<file path="config.mk">
export PLATFORM = sky130hd
export DESIGN_NAME = differentiator_datapath_controller_flat
export DESIGN_NICKNAME = d
export VERILOG_FILES = /design/src/rtl/differentiator_datapath_controller_pkg.sv /design/src/rtl/differentiator_datapath_controller_if.sv /design/src/rtl/differentiator_datapath_controller_controller.sv /design/src/rtl/differentiator_datapath_controller.sv /design/src/flat_wrapper.sv
export SDC_FILE = /design/constraint.sdc
export NUM_CORES = 1
export LEC_CHECK = 0
export ABC_AREA = 1
export ABC_CLOCK_PERIOD_IN_PS = 2050
export BUFFER_PORTS_ARGS = -buffer_cell sky130_fd_sc_hd__buf_2
export CAP_MARGIN = 10
export CORE_MARGIN = 5
export CORE_UTILIZATION = 40
export DETAILED_ROUTE_END_ITERATION = 7
export PLACE_DENSITY = 0.73
export SLEW_MARGIN = 20
export SYNTH_ARGS = -nofsm -noshare
export SYNTH_HDL_FRONTEND = slang
export SYNTH_SLANG_ARGS = --single-unit
</file>
<file path="constraint.sdc">
create_clock -name clock -period 2.05 [get_ports clock]
set_input_delay 0.41 -clock clock [delete_from_list [all_inputs] [get_ports clock]]
set_output_delay 0.41 -clock clock [all_outputs]
set_load 0.1 [all_outputs]
</file>
<file path="src/rtl/differentiator_datapath_controller_pkg.sv">
// Shared definitions for the differentiator: FSM state encoding and frame geometry.
// Imported by the controller and the datapath top.
package differentiator_datapath_controller_pkg;

  localparam int FRAME_LEN = 4;
  localparam int CNT_W     = $clog2(FRAME_LEN);

  typedef logic [CNT_W-1:0] cnt_t;

  localparam logic [1:0] ST_IDLE = 2'd0;
  localparam logic [1:0] ST_RUN  = 2'd1;
  localparam logic [1:0] ST_HOLD = 2'd2;

endpackage

</file>
<file path="src/rtl/differentiator_datapath_controller_if.sv">
// Stream bundle between the partial-sum source and the differentiator.
// master drives enable/data_in; slave returns the recovered sample and flags.
interface differentiator_datapath_controller_if #(
  parameter int word_size = 3
);

  logic                 enable;
  logic [word_size+1:0] data_in;
  logic [word_size-1:0] data_out;
  logic                 sample_valid;
  logic                 frame_start;
  logic                 range_err;

  modport master (
    output enable,
    output data_in,
    input  data_out,
    input  sample_valid,
    input  frame_start,
    input  range_err
  );

  modport slave (
    input  enable,
    input  data_in,
    output data_out,
    output sample_valid,
    output frame_start,
    output range_err
  );

endinterface

</file>
<file path="src/rtl/differentiator_datapath_controller_controller.sv">
// Frame controller: tracks position within a 4-sample frame and run/hold state.
// Combinational load strobes from enable; no backpressure, enable=0 simply holds.
module differentiator_controller
  import differentiator_datapath_controller_pkg::*;
(
  input  logic clock,
  input  logic reset,
  input  logic enable,
  output logic load_first,
  output logic load_diff,
  output logic hold
);

  logic [1:0] state;
  logic [1:0] state_nxt;
  cnt_t       count;
  cnt_t       cnt_eff;

  // Leaving HOLD (or IDLE) always restarts the frame, so only RUN trusts count.
  always_comb begin
    cnt_eff    = (state == ST_RUN) ? count : '0;
    load_first = enable && (cnt_eff == '0);
    load_diff  = enable && (cnt_eff != '0);
    hold       = !enable;
    state_nxt  = state;
    if (enable) begin
      state_nxt = ST_RUN;
    end else if (state == ST_RUN) begin
      state_nxt = ST_HOLD;
    end
  end

  always_ff @(posedge clock) begin
    if (reset) begin
      state <= ST_IDLE;
      count <= '0;
    end else begin
      state <= state_nxt;
      if (enable) begin
        count <= cnt_eff + cnt_t'(1);
      end
    end
  end

endmodule

</file>
<file path="src/rtl/differentiator_datapath_controller.sv">
// Recovers samples from a 4-sample running-sum stream; data_in to data_out is 1 cycle.
// enable=0 holds data_out and freezes state; the next enabled sample starts a frame.
module differentiator_datapath_controller
  import differentiator_datapath_controller_pkg::*;
#(
  parameter int word_size = 3
) (
  input  logic                                  clock,
  input  logic                                  reset,
  differentiator_datapath_controller_if.slave   bus
);

  localparam int SUM_W = word_size + 2;

  logic             load_first;
  logic             load_diff;
  logic             hold;
  logic [SUM_W-1:0] prev_sum;
  logic [SUM_W:0]   diff_ext;
  logic [SUM_W-1:0] diff;
  logic             borrow;
  logic             overflow;
  logic             range_bad;

  differentiator_controller u_ctrl (
    .clock      (clock),
    .reset      (reset),
    .enable     (bus.enable),
    .load_first (load_first),
    .load_diff  (load_diff),
    .hold       (hold)
  );

  // One extra bit on the subtraction exposes the borrow directly.
  always_comb begin
    diff_ext  = {1'b0, bus.data_in} - {1'b0, prev_sum};
    borrow    = diff_ext[SUM_W];
    diff      = load_first ? bus.data_in : diff_ext[SUM_W-1:0];
    overflow  = |diff[SUM_W-1:word_size];
    range_bad = overflow || (load_diff && borrow);
  end

  always_ff @(posedge clock) begin
    if (reset) begin
      prev_sum         <= '0;
      bus.data_out     <= '0;
      bus.sample_valid <= 1'b0;
      bus.frame_start  <= 1'b0;
      bus.range_err    <= 1'b0;
    end else if (load_first || load_diff) begin
      prev_sum         <= bus.data_in;
      bus.data_out     <= diff[word_size-1:0];
      bus.sample_valid <= 1'b1;
      bus.frame_start  <= load_first;
      bus.range_err    <= range_bad;
    end else if (hold) begin
      bus.sample_valid <= 1'b0;
      bus.frame_start  <= 1'b0;
      bus.range_err    <= 1'b0;
    end
  end

endmodule
</file>
<file path="src/flat_wrapper.sv">
// flat-port wrapper written by rule: the top's interface ports become plain ports
module differentiator_datapath_controller_flat import differentiator_datapath_controller_pkg::*;
#(
  parameter int word_size = 3
)
  (clock, reset, bus_enable, bus_data_in, bus_data_out, bus_sample_valid, bus_frame_start, bus_range_err);
  differentiator_datapath_controller_if #(.word_size(word_size)) bus_i ();
  input  logic clock;
  input  logic reset;
  input wire logic [$bits(bus_i.enable)-1:0] bus_enable;
  input wire logic [$bits(bus_i.data_in)-1:0] bus_data_in;
  output wire logic [$bits(bus_i.data_out)-1:0] bus_data_out;
  output wire logic [$bits(bus_i.sample_valid)-1:0] bus_sample_valid;
  output wire logic [$bits(bus_i.frame_start)-1:0] bus_frame_start;
  output wire logic [$bits(bus_i.range_err)-1:0] bus_range_err;
  assign bus_i.enable = bus_enable;
  assign bus_i.data_in = bus_data_in;
  assign bus_data_out = bus_i.data_out;
  assign bus_sample_valid = bus_i.sample_valid;
  assign bus_frame_start = bus_i.frame_start;
  assign bus_range_err = bus_i.range_err;
  differentiator_datapath_controller #(.word_size(word_size)) u_core (.clock(clock), .reset(reset), .bus(bus_i));
endmodule
</file>
==> results of run 1 <==
-- layout by cell type (no fill, tap or decap) --
| cell type | instances |
|---|---|
| nor2_1 | 4 |
| inv_2 | 1 |
| ha_1 | 6 |
| a21oi_1 | 4 |
| nand3_1 | 9 |
| a21oi_2 | 2 |
| clkbuf_1 | 1 |
| a32o_1 | 1 |
| fa_1 | 1 |
| buf_2 | 13 |
| nand2_1 | 19 |
| or2_2 | 1 |
| nand3b_1 | 1 |
| nor2_4 | 1 |
| xor2_1 | 1 |
| inv_1 | 17 |
| clkbuf_4 | 3 |
| nor3_1 | 1 |
| o21bai_1 | 1 |
| o22ai_1 | 3 |
| o21ai_0 | 5 |
| dfxtp_1 | 15 |
| o31ai_1 | 1 |
-- path summary, 6_finish.rpt --
| path | startpoint | endpoint | slack (ns) | depth (start not counted) |
|---|---|---|---|---|
| min | reset | u_core.bus.frame_start | 0.36 | 2 |
| max | u_core.u_ctrl.state[0] | u_core.bus.range_err | 0.38 | 9 |
| min reg2reg | u_core.bus.data_out[0] | u_core.bus.data_out[0] | 0.47 | 2 |
| max reg2reg | u_core.u_ctrl.state[0] | u_core.bus.range_err | 0.38 | 9 |
-- layout make-up --
type / count / share of cell area [%]
clock buffer: 4 / 3.048
inverter: 18 / 7.837
multi-input combinational: 61 / 43.11
sequential: 15 / 34.83
tap: 25 / 3.628
timing repair buffer: 13 / 7.547
-- layer usage --
layer / track usage, % / up-vias / wire [µm]
li1: - / 338 / -
met1: 12.86 / 270 / 662
met2: 17.56 / 12 / 608
met3: 5.352 / 2 / 89
met4: 3.830 / 0 / 8
met5: 0 / - / 0
-- logic make-up after synthesis --
group	Yosys count
buf+inv	18
compound gates	17
xor+xnor	1
fa+ha+maj	7
flops	15
simple gates	36
-- sequential cells by signal, summed over array words and instances, names as in the netlist --
name,flops
u_core.bus.data_out,3
u_core.prev_sum,5
u_core.bus.range_err,1
u_core.u_ctrl.state,2
u_core.bus.sample_valid,1
u_core.bus.frame_start,1
u_core.u_ctrl.count,2
-- where the power goes --
| group | total, µW | internal, µW | switching, µW |
|---|---|---|---|
| clock network | 162 | 75.4 | 86.1 |
| logic | 174 | 46.3 | 127 |
| registers | 317 | 310 | 7.14 |
| total | 652 | 431 | 221 |
-- worst max-delay path, cell delays in order (launching register included) --
cell,delay [ns]
dfxtp_1,0.34
inv_1,0.07
nor3_1,0.23
inv_1,0.07
ha_1,0.22
nand2_1,0.26
o21bai_1,0.16
nand3_1,0.08
nor2_1,0.09
nor2_1,0.04
-- metrics by stage --
step | cell area [µm²] | setup slack (ns) | util [%] | std cells
6_report | 862.1 | 0.3833 | 49.39 | 136
2_1_floorplan | 739.5 | 0.3927 | - | 94
5_1_grt | 862.1 | 0.2239 | 49.39 | 136
4_1_cts | 862.1 | 0.3973 | 49.39 | 136
3_5_place_dp | 835.8 | 0.1761 | 47.89 | 132
3_3_place_gp | 835.8 | 0.2308 | 47.89 | 132
==> run_results.csv, run 1 <==
group,metric,value,unit
status,status,"complete, no violations",
synthesis,synthMuxAreaShare,0,%
synthesis,synthesis.area,739.5,µm²
detailed_routing,drt_iter0_markers,8,
detailed_routing,wl_per_cell,10.06,µm
layout,antennaDiodeCount,0,
floorplanning,num_io_pins,14,
detailed_routing,firstDrtPassIters,4,
cts,holdBufCountCts,0,
cts,cts_sinks,15,
job,cap_violations,0,
floorplanning,core_area,1745,µm²
cts,clock_path_buffers,2,
synthesis,synth_compound_area_share,14.38,%
layout,fillCellCount,180,
synthesis,synth_top_family_by_area,"simple AND/OR/NAND/NOR gates",
cts,cts_setup_buffers,0,
synthesis,synth_cell_types,20,
sta,worstMarginPinSlew,0.4889,ns
sta,drv_slew,0,
power,ir_drop,0.4865,mV
power,total_power,652.0,µW
layout,fin_nets,127,
cts,cts_max_level,1,
synthesis,yosys.area_share.simple,21.83,%
synthesis,synth_flop_cell,"dfxtp_1",
floorplanning,die_w,53.00,µm
detailed_routing,wirelength,1368,µm
synthesis,yosysSeqAreaShare,40.61,%
synthesis,yosys-top-cells-area,"dfxtp_1 (41%), ha_1 (10%), nand2_1 (9.6%)",
worst_setup_path,crit_required,2.22,ns
placement,dp_hpwl,1071,µm
layout,area_growth_syn_to_layout,16.58,%
floorplanning,die_height,53.00,µm
sta,finalCritPeriodShare,81.30,%
worst_setup_path,worst-setup-path-type,"flip-flop to flip-flop",
cts,clk_latency,0.28,ns
synthesis,synth.top_cells.by_count,"nand2_1 (19), inv_1 (17), dfxtp_1 (15)",
layout,drive_above_1_share,18.92,%
synthesis,synth.most_common_cell,"nand2_1",
global_routing,antenna_found_initial,0,
synthesis,synthAdderAreaFrac,12.86,%
placement,gp_congestion,0.7940,
power,powerDensity,756.3,nW/µm²
sta,hold_viol,0,
sta,min_period,1.667,ns
global_routing,grt_pass1_wl,2235,µm
cts,cts_root_buf,"clkbuf_4",
cts,cts-buffers-inserted,3,
synthesis,synthXorXnorAreaFrac,1.184,%
synthesis,postSynthCellCount,94,
synthesis,yosysTopAreaCell,"dfxtp_1",
worst_setup_path,cp_max_fo,9,
power,p_leak,0.0004255,µW
synthesis,synth.avg_cell_area,7.867,µm²
detailed_routing,drc,0,
worst_setup_path,worstPathArrival,1.84,ns
synthesis,ys_seq_elements,15,
detailed_routing,via_per_inst,4.574,
worst_setup_path,cp-start-kind,"flip-flop",
cts,cts_resized,0,
floorplanning,rows,15,
synthesis,async_flop_share,0,%
global_routing,grt_util_all_layers,11.07,%
global_routing,globalRouteOverflowTotal,0,
sta,slew_headroom,67.63,%
synthesis,syn-num-nets,109,
floorplanning,initial_utilization,42.37,%
global_routing,grt_pass1_vias,556,
synthesis,yosys_warnings,0,
worst_setup_path,cp-end-kind,"flip-flop",
layout,multiInputGateArea,371.6,µm²
sta,rsz0062_at_grt,"false",
layout,seqCellArea,300.3,µm²
sta,skew,0.006635,ns
synthesis,synth.top_cell.area_share,40.61,%
floorplanning,dieArea,2808,µm²
global_routing,grt_max_degree,10,
sta,finalSetupViolCount,0,
cts,cts_tree,"yes",
min_path,hp-class,"primary input to flip-flop",
sta,holdWs,0.3634,ns
placement,port_buffers,13,
detailed_routing,vias,622,
sta,finalSetupTns,0,ns
cts,cts.reportedPaths.clkPinSlew,0.09,ns
synthesis,synth_edf_count,0,
detailed_routing,ant_nets,0,
sta,fmax,0.6000,GHz
Note: power is estimated with default switching activity, not from simulation.
==> inputs of run 2 (changes only) <==
--- a/config.mk
+++ b/config.mk
@@ -5,14 +5,14 @@
 export SDC_FILE = /design/constraint.sdc
 export NUM_CORES = 1
 export LEC_CHECK = 0
-export ABC_AREA = 1
-export ABC_CLOCK_PERIOD_IN_PS = 2050
+export ABC_AREA = 0
+export ABC_CLOCK_PERIOD_IN_PS = 1500
 export BUFFER_PORTS_ARGS = -buffer_cell sky130_fd_sc_hd__buf_2
 export CAP_MARGIN = 10
 export CORE_MARGIN = 5
 export CORE_UTILIZATION = 40
 export DETAILED_ROUTE_END_ITERATION = 7
-export PLACE_DENSITY = 0.73
+export PLACE_DENSITY = 0.75
 export SLEW_MARGIN = 20
 export SYNTH_ARGS = -nofsm -noshare
 export SYNTH_HDL_FRONTEND = slang
==> constraint.sdc (replaced) <==
create_clock -name clock -period 1.5 [get_ports clock]
set_input_delay 0.3 -clock clock [delete_from_list [all_inputs] [get_ports clock]]
set_output_delay 0.3 -clock clock [all_outputs]
set_load 0.1 [all_outputs]
==> run_results.csv, run 2 <==
group,metric,value,unit
status,status,"finished, violations left",
status,violations,"negative setup slack",
worst_setup_path,ff2ff_path_depth,7,
synthesis,yosysTopAreaCell,"dfxtp_1",
worst_setup_path,r2r_slack,-0.01,ns
synthesis,yosys_warnings,0,
layout,area_growth_syn_to_layout,19.31,%
sta,drv_slew,0,
floorplanning,core_area,1764,µm²
layout,final_common_cell,"nor2_1",
detailed_routing,drc,0,
min_path,hp-class,"primary input to flip-flop",
job,cap_violations,0,
cts,cts_setup_buffers,0,
worst_setup_path,cp-start-kind,"flip-flop",
worst_setup_path,endpoint,"u_core.bus.range_err",
sta,hold_viol,0,
worst_setup_path,r2r-start,"u_core.prev_sum[0]",
global_routing,grt_max_degree,17,
detailed_routing,wirelength,1365,µm
cts,cts_max_level,1,
sta,skew,0.002465,ns
worst_setup_path,worst-setup-path-type,"flip-flop to flip-flop",
cts,holdBufCountCts,0,
global_routing,globalRouteOverflowTotal,0,
power,total_power,916.7,µW
power,ir_drop,0.4122,mV
worst_setup_path,reg2reg_to,"u_core.bus.range_err",
floorplanning,rows,15,
layout,stdcell_count,128,
synthesis,syn-num-nets,102,
placement,dp_hpwl,1017,µm
sta,finalCritPeriodShare,100.7,%
worst_setup_path,crit_required,1.72,ns
sta,fin_ws,-0.01119,ns
cts,clk_latency,0.29,ns
cts,cts-buffers-inserted,3,
synthesis,synthesis.area,764.5,µm²
synthesis,ys_seq_elements,15,
power,powerDensity,1005,nW/µm²
global_routing,antenna_found_initial,0,
detailed_routing,firstDrtPassIters,4,
synthesis,async_flop_share,0,%
floorplanning,num_io_pins,14,
sta,rsz0062_at_grt,"true",
cts,clock_path_buffers,2,
synthesis,synth_flop_cell,"dfxtp_1",
synthesis,synth.most_common_cell,"nor2_1",
layout,drive_above_1_share,28.16,%
floorplanning,initial_utilization,43.33,%
layout,regMostFlops,"u_core.prev_sum",
cts,cts.reportedPaths.clkPinSlew,0.09,ns
sta,min_period,1.511,ns
detailed_routing,via_per_inst,4.672,
global_routing,grt_pass1_wl,2228,µm
cts,cts_sinks,15,
synthesis,yosysSeqAreaShare,39.28,%
power,p_leak,0.0004288,µW
worst_setup_path,crit_start,"u_core.prev_sum[0]",
layout,antennaDiodeCount,0,
global_routing,grt_util_all_layers,10.89,%
placement,dp.cells,124,
layout,top_regs,"u_core.prev_sum: 5 flops, u_core.bus.data_out: 3 flops",
layout,largest_reg_flops,5,
synthesis,yosys-top-cells-area,"dfxtp_1 (39%), mux2i_1 (10%), ha_1 (9.8%)",
layout,fin_nets,119,
synthesis,synth_cell_types,24,
sta,slew_headroom,67.83,%
worst_setup_path,cp-end-kind,"flip-flop",
floorplanning,dieArea,2885,µm²
floorplanning,die_w,53.72,µm
detailed_routing,drt_iter0_markers,8,
detailed_routing,wl_per_cell,10.66,µm
layout,layout_common_cells,"nor2_1 (17), dfxtp_1 (14), buf_2 (13), mux2i_1 (8), nand2_1 (7)",
synthesis,synth.top_cells.by_count,"nor2_1 (17), dfxtp_1 (15), mux2i_1 (8)",
synthesis,synth.top_cell.area_share,39.28,%
detailed_routing,vias,598,
sta,worstMarginPinSlew,0.4858,ns
cts,cts_root_buf,"clkbuf_4",
placement,port_buffers,13,
synthesis,postSynthCellCount,87,
sta,fmax,0.6617,GHz
synthesis,synth_edf_count,0,
detailed_routing,ant_nets,0,
floorplanning,die_height,53.72,µm
placement,dp_slack,-0.2076,ns
worst_setup_path,worstPathArrival,1.73,ns
synthesis,synth.avg_cell_area,8.787,µm²
global_routing,grt_pass1_vias,564,
sta,finalSetupViolCount,1,
worst_setup_path,cp_max_fo,2,
placement,gp_congestion,0.8524,
cts,cts_tree,"yes",
run 2: logic make-up after synthesis:
logic type / share of synthesized area [%]
flip-flops: 39.28
adder cells (fa/ha/maj): 12.44
AND/OR/NAND/NOR: 18.82
AO/OA/AOI/OAI: 9.003
buffers and inverters: 6.546
XOR/XNOR: 3.438
multiplexers: 10.48
run 2: routing by layer:
| metal | share of wire (%) | track usage (%) | routed length [µm] |
|---|---|---|---|
| met2 | 44 | 16.53 | 603 |
| met5 | 0 | 0 | 0 |
| met3 | 7.0 | 3.601 | 96 |
| met4 | 1.5 | 6.383 | 20 |
| met1 | 47 | 13.28 | 645 |
run 2: worst max-delay path: stages (launching register included):
cell and delay (ns):
dfxtp_2 0.35, ha_4 0.16, fa_2 0.35, nand2b_4 0.15, a21oi_2 0.12, xor2_1 0.16, nor2_1 0.05, a31oi_1 0.11
run 2: layout make-up:
| cell class | instances | area (µm²) |
|---|---|---|
| clock inverter | 1 | 5.005 |
| fill | 185 | 852.1 |
| sequential | 15 | 301.5 |
| tap | 25 | 31.28 |
| clock buffer | 3 | 22.52 |
| inverter | 6 | 25.02 |
| multi-input combinational | 62 | 439.2 |
| timing repair buffer | 16 | 87.58 |
run 2: how the worst min path moves through the flow:
stage	slack (ns)	startpoint	end	depth (start not counted)
global route	0.32	bus_data_in[2]	u_core.prev_sum[2]	3
global placement	0.47	u_core.u_ctrl.state[0]	u_core.u_ctrl.state[1]	2
CTS	0.27	bus_data_in[4]	u_core.prev_sum[4]	3
finish	0.29	bus_data_in[4]	u_core.prev_sum[4]	3
detailed placement	0.48	u_core.u_ctrl.state[0]	u_core.u_ctrl.state[1]	2
floorplan	0.36	reset	u_core.prev_sum[0]	1
run 2: repair_timing:
action,CTS,global route
resized for setup,0,1
pin swaps,4,0
endpoints found under the setup margin,1,4
run 2: where the power goes:
group | total (µW) | switching, µW | internal, µW | leakage [µW]
combinational | 246 | 166 | 80.0 | 0.000287
sequential | 434 | 12.0 | 423 | 0.000124
clock | 236 | 137 | 99.1 | 0.0000177
total | 917 | 315 | 602 | 0.000429
run 2: metrics by stage:
step                       TNS, ns  hold slack, ns  utilization (%)  cell area [µm²]
after floorplan           -0.01334          0.3650                -            790.8
after global placement     -0.2755          0.4714            50.00            882.1
after detailed placement   -0.3128          0.4793            50.00            882.1
after CTS                 -0.01264          0.2749            51.56            909.6
after global routing      -0.06973          0.3165            51.70            912.1
final                     -0.01119          0.2880            51.70            912.1
